--- config.mk ---
export PLATFORM = sky130hd
export DESIGN_NAME = cart_dump
export DESIGN_NICKNAME = d
export VERILOG_FILES = /design/src/rtl/cart_dump_pkg.sv /design/src/rtl/cart_dump.sv
export SDC_FILE = /design/constraint.sdc
export NUM_CORES = 1
export LEC_CHECK = 0
export CAP_MARGIN = 20
export CORE_MARGIN = 3
export CORE_UTILIZATION = 54
export DETAILED_ROUTE_END_ITERATION = 16
export PLACE_DENSITY = 0.85
export SETUP_SLACK_MARGIN = 0.05
export SLEW_MARGIN = 15
export SYNTH_ARGS = -nofsm -noshare
export SYNTH_HDL_FRONTEND = slang
export SYNTH_SLANG_ARGS = --single-unit
--- constraint.sdc ---
create_clock -name clock4 -period 3.03 [get_ports clock4]
set_clock_uncertainty 0.05 [all_clocks]
set_input_delay 0.7575 -clock clock4 [delete_from_list [all_inputs] [get_ports clock4]]
set_output_delay 0.7575 -clock clock4 [all_outputs]
set_load 0.005 [all_outputs]
--- src/rtl/cart_dump_pkg.sv ---
// cart_dump shared types and constants.
// FSM state encoding and MBC1 bus addresses.
package cart_dump_pkg;

  typedef enum logic [2:0] {
    IDLE,
    SELECT,
    READ,
    SEND,
    NEXT,
    DONE
  } state_t;

  localparam logic [15:0] BANK_REG_ADDR = 16'h2000;
  localparam logic [15:0] BANK_WINDOW   = 16'h4000;

endpackage

--- src/rtl/cart_dump.sv ---
// Cartridge ROM dumper: walks every MBC1 bank
// and streams each byte to a UART transmitter.
module cart_dump
  import cart_dump_pkg::*;
#(
  parameter int BANKS        = 4,
  parameter int READ_LATENCY = 2,
  // offset width; 14 gives the 16 KiB MBC1 bank
  parameter int OFFSET_W     = 14
) (
  input  logic        clock4,
  input  logic        resetn,
  input  logic        start,
  output logic [15:0] address,
  output logic [7:0]  outdata,
  input  logic [7:0]  indata,
  output logic        load,
  output logic        store,
  output logic [7:0]  tx_data,
  output logic        tx_valid,
  input  logic        tx_ready,
  output logic        busy,
  output logic        done,
  output logic [15:0] checksum
);

  localparam int CW = $clog2(READ_LATENCY + 1);
  localparam logic [CW-1:0] LAT_LOAD =
    CW'(READ_LATENCY - 1);
  localparam logic [2:0] END_BANK = 3'(BANKS);
  localparam logic [OFFSET_W-1:0] OFF_MAX = '1;

  state_t              r_state;
  state_t              w_next;
  logic [OFFSET_W-1:0] r_offset;
  logic [2:0]          r_bank;
  logic [CW-1:0]       r_cnt;
  logic [7:0]          r_tx_data;
  logic [15:0]         r_checksum;

  logic                w_wrap;
  logic                w_rd_last;
  logic [2:0]          w_bank_inc;

  assign w_wrap     = (r_offset == OFF_MAX);
  assign w_rd_last  = (r_cnt == '0);
  assign w_bank_inc = r_bank + 3'd1;

  // State register.
  always_ff @(posedge clock4 or negedge resetn) begin
    if (!resetn) r_state <= IDLE;
    else         r_state <= w_next;
  end

  // Next-state decode; bank wrap picks SELECT or DONE.
  always_comb begin
    w_next = r_state;
    unique case (r_state)
      IDLE:   if (start) w_next = READ;
      SELECT: w_next = READ;
      READ:   if (w_rd_last) w_next = SEND;
      SEND:   if (tx_ready) w_next = NEXT;
      NEXT: begin
        if (!w_wrap)
          w_next = READ;
        else if (w_bank_inc == END_BANK)
          w_next = DONE;
        else
          w_next = SELECT;
      end
      DONE:   w_next = IDLE;
      default: w_next = IDLE;
    endcase
  end

  // Offset, bank, latency counter, byte and checksum.
  always_ff @(posedge clock4 or negedge resetn) begin
    if (!resetn) begin
      r_offset   <= '0;
      r_bank     <= '0;
      r_cnt      <= '0;
      r_tx_data  <= '0;
      r_checksum <= '0;
    end else begin
      unique case (r_state)
        IDLE: begin
          if (start) begin
            r_offset   <= '0;
            r_bank     <= '0;
            r_cnt      <= LAT_LOAD;
            r_checksum <= '0;
          end
        end
        SELECT: r_cnt <= LAT_LOAD;
        READ: begin
          if (w_rd_last) r_tx_data <= indata;
          else           r_cnt <= r_cnt - CW'(1);
        end
        SEND: begin
          if (tx_ready)
            r_checksum <= r_checksum + {8'h00, r_tx_data};
        end
        NEXT: begin
          r_offset <= r_offset + OFFSET_W'(1);
          r_cnt    <= LAT_LOAD;
          if (w_wrap) r_bank <= w_bank_inc;
        end
        default: ;
      endcase
    end
  end

  // Bus and stream outputs decoded from state.
  always_comb begin
    address  = '0;
    outdata  = '0;
    load     = 1'b0;
    store    = 1'b0;
    tx_valid = 1'b0;
    done     = 1'b0;
    unique case (r_state)
      SELECT: begin
        address = BANK_REG_ADDR;
        outdata = {6'b0, r_bank[1:0]};
        store   = 1'b1;
      end
      READ: begin
        load = 1'b1;
        if (r_bank == 3'd0)
          address = 16'(r_offset);
        else
          address = BANK_WINDOW | 16'(r_offset);
      end
      SEND:    tx_valid = 1'b1;
      DONE:    done = 1'b1;
      default: ;
    endcase
  end

  assign busy     = (r_state != IDLE);
  assign tx_data  = r_tx_data;
  assign checksum = r_checksum;

endmodule

==> results.tsv <==
metric	value	unit
place_hpwl	4666	um
cp-start-kind	flip-flop	
worstPathMaxFanout	21	
clk_pin_slew	90	ps
cts-resized-gates	0	
fp.dieArea	6048	um2
drive_gt1_share	8.732	%
overflow	0	
synth_area	2781	um2
setup_viol	0	
tns	0	ps
cts_buffers	5	
dr_total_vias	2378	
die_h	77.77	um
antenna_cells	0	
required	2220	ps
criticalPathCategory	flip-flop to output pin	
synthTopCellsByArea	dfrtp_1 (41%), ha_1 (5.8%), o21ai_0 (4.5%)	
synth_common_cells	dfrtp_1 (46), nand2_1 (27), o21ai_0 (25)	
fp-row-count	25	
yosysTopAreaCell	dfrtp_1	
first_pass_iters	4	
yosysWarnings	0	
power	2.846	mW
synth.avg_cell_area	9.493	um2
synth_top_area_share	41.39	%
placeableCoreArea	4848	um2
stdcell_count	422	
ant_nets	0	
outcome	complete, no violations	
synth_cell_types	48	
ir_drop	0.5188	mV
synth-compound-area-share	14.13	%
crit_slowest_cell	dfrtp_1	
drt-initial-drc-count	132	
clk_latency	300	ps
synth-adder-area-share	6.568	%
ctsRootBufferMaster	clkbuf_8	
fillCellCount	401	
drt-vias-per-instance	5.635	
nets	380	
hold_viol	0	
min_path_type	input pin to asynchronous set/reset pin	
io_pins	65	
cts_buffer_depth	2	
worst_slew_pin_slew	611.2	ps
drc	0	
ys.flop_type	dfrtp_1	
antenna_found_initial	0	
areaGrowthSynthToFinish	25.91	%
htree_levels	2	
fmax	361.5	MHz
min_period	2766	ps
yosysMostFrequentCell	dfrtp_1	
wl_per_cell	14.64	um
start_util	57.37	%
worstPathCellList	nor2_1 > buf_4 > a21o_1 > clkdlybuf4s50_1	
power.density	812.7	nW/um2
period_share	91.29	%
synthXorXnorAreaFrac	3.464	%
clock_sinks	46	
relSlewSlack	59.08	%
postCtsSetupBuffers	0	
drt-total-wl	6176	um
gp_congestion	0.8298	
grt.total_usage	21.75	%
grt_max_degree	47	
synthSimpleGateAreaFrac	22.36	%
crit_arrival	1960	ps
ys_seq_elements	46	
synth_top_family_by_area	simple AND/OR/NAND/NOR gates	
cpPeakStageDelay	720	ps
rsz0062_at_grt	no	
max_cap_viol_count	0	
cts_hold_buf	0	
synthArstFlopShare	100.0	%
hold_ws	287.2	ps
tritoncts	done	
endpoint_kind	output pin	
syn-instance-count	293	
grt_pass1_wl	10680	um
dp_cells	413	
synthMuxAreaShare	6.478	%
port_buffers	57	
grt_pass1_vias	2208	
synth_edf_count	0	
die_w	77.77	um
synth.yosys.seq_area_share	41.39	%
finalMaxSlewViolations	0	
p_leak	1.567	nW
## layer usage
layer  vias to the layer above  routed length, um  track usage, %
met4                         0                 59           5.694
met2                        63               2968           33.99
met5                         -                  0               0
li1                       1151                  -               -
met3                         7                261           3.712
met1                      1157               2885           31.25
## critical path, delay by kind of cell, from the launching register on
kind | cells | cell delay (ps)
DFF | 1 | 720
buffers and inverters | 2 | 640
AOI/OAI and AO/OA | 1 | 190
and+or+nand+nor | 1 | 120
## registers in the layout (all words and copies together) (netlist names)
signal and cells:
r_bank 3, r_cnt 2, tx_data 8, checksum 16, r_offset 14, r_state 3
## placed cells by master, fill, tap and decap left out, types with 2 or more instances in the layout
| cell type | Yosys | routed |
|---|---|---|
| xnor2_1 | 2 | 2 |
| buf_4 | 8 | 6 |
| or2b_1 | 2 | 2 |
| nand3_1 | 14 | 14 |
| xor2_1 | 9 | 9 |
| a311oi_1 | 2 | 2 |
| and4_1 | 3 | 3 |
| a21oi_1 | 13 | 13 |
| nor2b_1 | 2 | 2 |
| a21o_1 | 3 | 3 |
| o2111ai_1 | 2 | 2 |
| and3_1 | 8 | 8 |
| mux2i_1 | 9 | 9 |
| inv_1 | 12 | 12 |
| o21ai_0 | 25 | 25 |
| o211ai_1 | 3 | 3 |
| and2_1 | 14 | 14 |
| clkbuf_8 | 0 | 6 |
| nand2b_1 | 4 | 4 |
| nand2_1 | 27 | 27 |
| dfrtp_1 | 46 | 46 |
| mux2_2 | 8 | 8 |
| or4_1 | 2 | 2 |
| nand4_1 | 6 | 6 |
| conb_1 | 1 | 7 |
| clkdlybuf4s50_1 | 0 | 56 |
| a31oi_1 | 4 | 4 |
| o31ai_1 | 4 | 4 |
| a211oi_1 | 3 | 3 |
| nor2_1 | 18 | 18 |
| ha_1 | 13 | 13 |
| o22ai_1 | 2 | 2 |
| nor3_1 | 2 | 2 |
## layout make-up
cell class / instances / area, um2 / share of cell area, %
clock inverter: 1 / 5.005 / 0.1429
tap: 67 / 83.83 / 2.394
inverter: 12 / 45.04 / 1.286
multi-input combinational: 225 / 1500 / 42.84
timing repair buffer: 64 / 630.6 / 18.01
sequential: 46 / 1151 / 32.87
clock buffer: 7 / 86.33 / 2.465
## final timing paths
| check | from | endpoint | slack (ps) | cells after the start |
|---|---|---|---|---|
| worst max-delay path | r_state[0] | address[13] | 260 | 4 |
| worst min-delay path | resetn | tx_data[6] | 290 | 1 |
| worst max register to register | tx_data[0] | checksum[14] | 700 | 8 |
| worst min register to register | r_cnt[0] | r_cnt[0] | 440 | 1 |
| max in group asynchronous | resetn | checksum[9] | 2160 | 2 |
| min in group clock4 | r_cnt[0] | r_cnt[0] | 440 | 1 |
## kinds of logic after synthesis
kind of cell / Yosys count
fa+ha+maj: 14
other cells: 1
simple gates: 112
flops: 46
compound gates: 64
xor+xnor: 11
mux: 17
buf+inv: 28
## through the flow
stage / instance area [um2] / worst slack [ps] / utilization, %
final: 3502 / 264.0 / 72.23
after floorplan: 2804 / 780.1 / -
after global placement: 3391 / 430.6 / 69.94
after detailed placement: 3391 / 372.2 / 69.94
after global routing: 3502 / 102.2 / 72.23
after CTS: 3482 / 255.2 / 71.82
## power breakdown
group / leakage, nW / internal (mW) / switching, mW / total, mW
clock network: 0.0482 / 0.184 / 0.205 / 0.390
registers: 0.606 / 0.795 / 0.202 / 0.998
logic: 0.913 / 0.753 / 0.706 / 1.46
total: 1.57 / 1.73 / 1.11 / 2.85
Power figures use the tool's default switching activity.
